### config.mk
export PLATFORM = sky130hd
export DESIGN_NAME = sipo_deserializer
export DESIGN_NICKNAME = d
export VERILOG_FILES = /design/src/rtl/sipo_pkg.sv /design/src/rtl/sipo_bit_counter.sv /design/src/rtl/sipo_deserializer.sv
export SDC_FILE = /design/constraint.sdc
export NUM_CORES = 1
export LEC_CHECK = 0
export BUFFER_PORTS_ARGS = -buffer_cell sky130_fd_sc_hd__buf_2
export CORE_AREA = 2 2 39 41
export CTS_CLUSTER_DIAMETER = 50
export DETAILED_ROUTE_END_ITERATION = 7
export DIE_AREA = 0 0 41 43
export PLACE_DENSITY = 0.56
export SETUP_SLACK_MARGIN = 0.5
export SYNTH_ARGS = -nofsm -noshare
export SYNTH_HDL_FRONTEND = slang
export SYNTH_SLANG_ARGS = --single-unit
export TNS_END_PERCENT = 20
### constraint.sdc
create_clock -name clk -period 2.5 [get_ports clk]
set_input_delay 0.5 -clock clk [delete_from_list [all_inputs] [get_ports clk]]
set_output_delay 0.5 -clock clk [all_outputs]
set_load 0.05 [all_outputs]
### src/rtl/sipo_pkg.sv
// Shared types and helpers for the serial-in/parallel-out deserializer.
package sipo_pkg;

  typedef enum logic [1:0] {
    IDLE   = 2'd0,
    DATA   = 2'd1,
    PARITY = 2'd2
  } sipo_state_t;

  // Counter must hold 0..WIDTH inclusive.
  function automatic int cnt_w(input int width);
    return $clog2(width + 1);
  endfunction

endpackage

### src/rtl/sipo_bit_counter.sv
// Bit position counter for one serial frame; load1 wins over clr, clr over inc.
module sipo_bit_counter
  import sipo_pkg::*;
#(
  parameter int WIDTH = 3
) (
  input  logic                     clk,
  input  logic                     rst,
  input  logic                     inc,
  input  logic                     clr,
  input  logic                     load1,
  output logic [cnt_w(WIDTH)-1:0]  cnt,
  output logic                     last
);

  localparam int CW = cnt_w(WIDTH);

  always_ff @(posedge clk or negedge rst) begin
    if (!rst)       cnt <= '0;
    else if (load1) cnt <= CW'(1);
    else if (clr)   cnt <= '0;
    else if (inc)   cnt <= cnt + CW'(1);
  end

  // Combinational so the top can deliver on the same edge that takes the final data bit.
  assign last = inc && (cnt == CW'(WIDTH - 1));

endmodule

### src/rtl/sipo_deserializer.sv
// MSB-first serial-to-parallel deserializer with one-word output holding register.
// Define SIPO_PARITY_EN to append an even-parity bit to each frame and report parity_err.
module sipo_deserializer
  import sipo_pkg::*;
#(
  parameter int WIDTH = 3
) (
  input  logic             clk,
  input  logic             rst,
  input  logic             sin,
  input  logic             sin_valid,
  input  logic             sin_start,
  output logic [WIDTH-1:0] q,
  output logic             q_valid,
  input  logic             q_ready,
  output logic             overflow,
  output logic             parity_err
);

  localparam int CW = cnt_w(WIDTH);

  sipo_state_t      state, nstate;
  logic [WIDTH-1:0] sr;
  logic [WIDTH-1:0] word;
  logic [CW-1:0]    cnt;
  logic             cnt_last;
  logic             sr_load, sr_shift;
  logic             cnt_inc, cnt_clr, cnt_load1;
  logic             done;
  logic             accept;

  sipo_bit_counter #(.WIDTH(WIDTH)) u_cnt (
    .clk   (clk),
    .rst   (rst),
    .inc   (cnt_inc),
    .clr   (cnt_clr),
    .load1 (cnt_load1),
    .cnt   (cnt),
    .last  (cnt_last)
  );

  always_ff @(posedge clk or negedge rst) begin
    if (!rst) state <= IDLE;
    else      state <= nstate;
  end

  // sin_start always resyncs, whatever the current state.
  always_comb begin
    nstate = state;
    if (sin_valid) begin
      if (sin_start) begin
        nstate = DATA;
      end else begin
        case (state)
          DATA: begin
`ifdef SIPO_PARITY_EN
            if (cnt_last) nstate = PARITY;
`else
            if (cnt_last) nstate = IDLE;
`endif
          end
          PARITY:  nstate = IDLE;
          default: nstate = state;
        endcase
      end
    end
  end

  always_comb begin
    sr_load   = 1'b0;
    sr_shift  = 1'b0;
    cnt_inc   = 1'b0;
    cnt_clr   = 1'b0;
    cnt_load1 = 1'b0;
    done      = 1'b0;
    if (sin_valid) begin
      if (sin_start) begin
        sr_load   = 1'b1;
        cnt_load1 = 1'b1;
      end else begin
        case (state)
          DATA: begin
            sr_shift = 1'b1;
            cnt_inc  = 1'b1;
`ifndef SIPO_PARITY_EN
            done     = cnt_last;
            cnt_clr  = cnt_last;
`endif
          end
`ifdef SIPO_PARITY_EN
          PARITY: begin
            done    = 1'b1;
            cnt_clr = 1'b1;
          end
`endif
          default: ;
        endcase
      end
    end
  end

  always_ff @(posedge clk or negedge rst) begin
    if (!rst)          sr <= '0;
    else if (sr_load)  sr <= {{(WIDTH-1){1'b0}}, sin};
    else if (sr_shift) sr <= {sr[WIDTH-2:0], sin};
  end

`ifdef SIPO_PARITY_EN
  // Word is already complete in sr; sin is the parity bit.
  assign word = sr;
`else
  assign word = {sr[WIDTH-2:0], sin};
`endif

  assign accept = !q_valid || q_ready;

  always_ff @(posedge clk or negedge rst) begin
    if (!rst) begin
      q        <= '0;
      q_valid  <= 1'b0;
      overflow <= 1'b0;
    end else if (done) begin
      if (accept) begin
        q       <= word;
        q_valid <= 1'b1;
      end else begin
        overflow <= 1'b1;
      end
    end else if (q_valid && q_ready) begin
      q_valid <= 1'b0;
    end
  end

`ifdef SIPO_PARITY_EN
  always_ff @(posedge clk or negedge rst) begin
    if (!rst)                 parity_err <= 1'b0;
    else if (done && accept)  parity_err <= (^sr) ^ sin;
  end
`else
  assign parity_err = 1'b0;
`endif

  a_cnt_range: assert property (@(posedge clk) disable iff (!rst) cnt <= CW'(WIDTH));

endmodule
==> run summary <==
Status = complete, no violations
CP peak stage delay = 0.39 ns
Initial antenna violation count = 0
TritonCTS Buffers = 3
RSZ-0062 raised after global routing = false
Critical Path RT = 2.65 ns
Avg Cell Area, Syn = 12.0 µm²
Skew-Pair Late Insertion Delay = 0.26 ns
Met2 Use GR = 13.8%
# diodes = 0
CTS Sinks = 10
Post-DP HPWL = 576 µm
CP Capture Type = flop
Global route overflow = 0
Sequential cell area = 250 µm²
Final WL = 704 µm
Post-Route Setup TNS = 0 ns
CP startpoint kind = flop
Global-route wire length before repair = 1.22 mm
Post-route total power = 0.000641 W
Post-synth top area cell = dfrtp_1
CTS max path bufs = 2
# DRC = 0
Final cycle utilization of the critical path = 58.0%
Mapped Area = 467 µm²
Core area = 0.00138 mm²
Peak supply drop = 0.393 mV
Vias in the first global route = 309
Internal reg-to-reg setup slack = 1.05 ns
Synth Area in Adders = 2.68%
GRT Total Usage = 10.6%
Mux share of post-synthesis cell area = 9.65%
Pwr per Cell Area = 1140 mW/mm²
CP max FO = 4
R2r startpoint = u_cnt.cnt[0]
Worst r2r dst = q[0]
Hold Path Class = input pin to async pin
Synth cell types = 19
Compound-Gate Fraction of Synth Area = 12.1%
Fin Hold WS = 0.0821 ns
Final Hold Viols = 0
Synth top area share = 53.6%
Htree depth = 1
Placement row count = 14
Post-CTS resize count = 0
Yosys warnings = 0
Avg WL per Cell = 10.5 µm
Port bufs = 10
Filler instances = 136
XOR/XNOR Fraction of Synth Area = 0%
P&R area growth vs syn = 20.1%
Synth Area in Simple Gates = 16.1%
Hold Buf Count CTS = 0
Root Driver = clkbuf_4
Via count = 313
Synthesized net count = 46
Commonest non-fill, non-tap cells in the layout = buf_2, dfrtp_1, nand2_1, mux2_2
Multi-input gate area = 193 µm²
Type of the worst setup path = flop to flop
Cells after synthesis = 39
R2R cell count = 5
Pre-antenna DRT Iters = 2
Clock transition at path regs = 0.07 ns
DRT iter0 DRCs = 3
GRT met1 Usage = 13.8%
CP cell instances = inv_1, ha_1, nand4b_4, nor2b_4, mux2_2
GR peak layer = met1
Clock skew = 0.00989 ns
Initial core utilization = 33.7%
# Post-CTS Setup Buffers = 0
Via density = 4.67
Die W = 41 µm
Max Slew Vio Count = 0
# IOs = 12
Max Clk Rate = 690 MHz
Antenna Nets Post-Route = 0
Synthesized flop and latch total = 10
Seq/Total Area, Yosys = 53.6%
Met3 Usage GRT = 9.95%
Synth top area cells = dfrtp_1, mux2_2, nand4b_4
# setup viols final = 0
Die height = 43 µm
Gp weighted congestion = 0.618
Lkg Pwr = 0.290 nW
Arr. time, crit path = 1.60 ns
Fraction of layout instances using a drive strength above 1 = 39.2%
# nets final = 59
CP max-delay cell = dfrtp_1
CTS tree = yes
Largest family of logic cells by synthesized area = simple AND/OR/NAND/NOR gates
Pin count of the biggest net entering global routing = 11
Die ar. = 0.00176 mm²
Min Clock Period, post-route = 1.45 ns
Max cap viols = 0
## per-layer routing
| metal | vias to the layer above | wire, µm |
|---|---|---|
| met4 | 0 | 0 |
| met5 | - | 0 |
| met3 | 0 | 56 |
| met1 | 144 | 363 |
| li1 | 159 | - |
| met2 | 10 | 284 |
## synthesized netlist by cell type (all sizes together)
library cell / n
nor2b: 1
mux2: 4
nand2b: 1
nand2: 5
buf: 2
o32a: 1
inv: 3
o21bai: 1
o22ai: 2
nand4b: 1
o21ai: 2
conb: 1
a22o: 1
o21a: 1
ha: 1
dfrtp: 10
nor3b: 1
nand3: 1
## stage by stage
| stage | instance area [µm²] | instances | utilization (%) | setup slack, ns |
|---|---|---|---|---|
| global placement | 524 | 63 | 37.9 | 1.05 |
| finish | 561 | 67 | 40.5 | 1.05 |
| CTS | 561 | 67 | 40.5 | 1.04 |
| global route | 561 | 67 | 40.5 | 0.963 |
| detailed placement | 524 | 63 | 37.9 | 1.03 |
| floorplan | 467 | 39 | - | 1.12 |
## worst max-delay path by stage
stage | to | slack [ns] | cells after the start | startpoint
5_1_grt | q[2] | 0.96 | 5 | u_cnt.cnt[0]
2_1_floorplan | q[0] | 1.12 | 4 | sin_valid
4_1_cts | q[0] | 1.04 | 5 | u_cnt.cnt[0]
3_5_place_dp | q[0] | 1.03 | 5 | u_cnt.cnt[0]
3_3_place_gp | q[0] | 1.05 | 4 | sin_start
6_report | q[0] | 1.05 | 5 | u_cnt.cnt[0]
## critical path, delay by kind of cell, from the launching register on
kind / cells / cell delay (ns)
flops: 1 / 0.39
mux: 1 / 0.34
simple gates: 2 / 0.31
fa+ha+maj: 1 / 0.25
buf+inv: 1 / 0.06
## state kept, by name, indices dropped and copies added (netlist names)
signal,count
overflow,1
q,3
q_valid,1
sr,2
state,1
u_cnt.cnt,2
## area by class of cell
type,count,share of cell area [%]
Clock buffer,4,6.47
Multi-Input combinational cell,24,34.4
Tap cell,16,3.57
Inverter,3,2.01
Timing Repair Buffer,10,8.93
Sequential cell,10,44.6
## report_power, final
part	total (W)	leakage (nW)	internal [W]	switching (W)
Sequential	0.000253	0.125	0.000214	0.0000382
Combinational	0.000248	0.144	0.0000868	0.000161
Clock	0.000141	0.0210	0.0000882	0.0000526
## cells by family (layout without fill, tap and decap cells)
kind of cell / after synthesis / after routing
other: 1 / 1
adder cells (fa/ha/maj): 1 / 1
buffers and inverters: 5 / 17
multiplexers: 4 / 4
AND/OR/NAND/NOR: 10 / 10
flip-flops: 10 / 10
AO/OA/AOI/OAI: 8 / 8
Note: power is estimated with default switching activity, not from simulation.
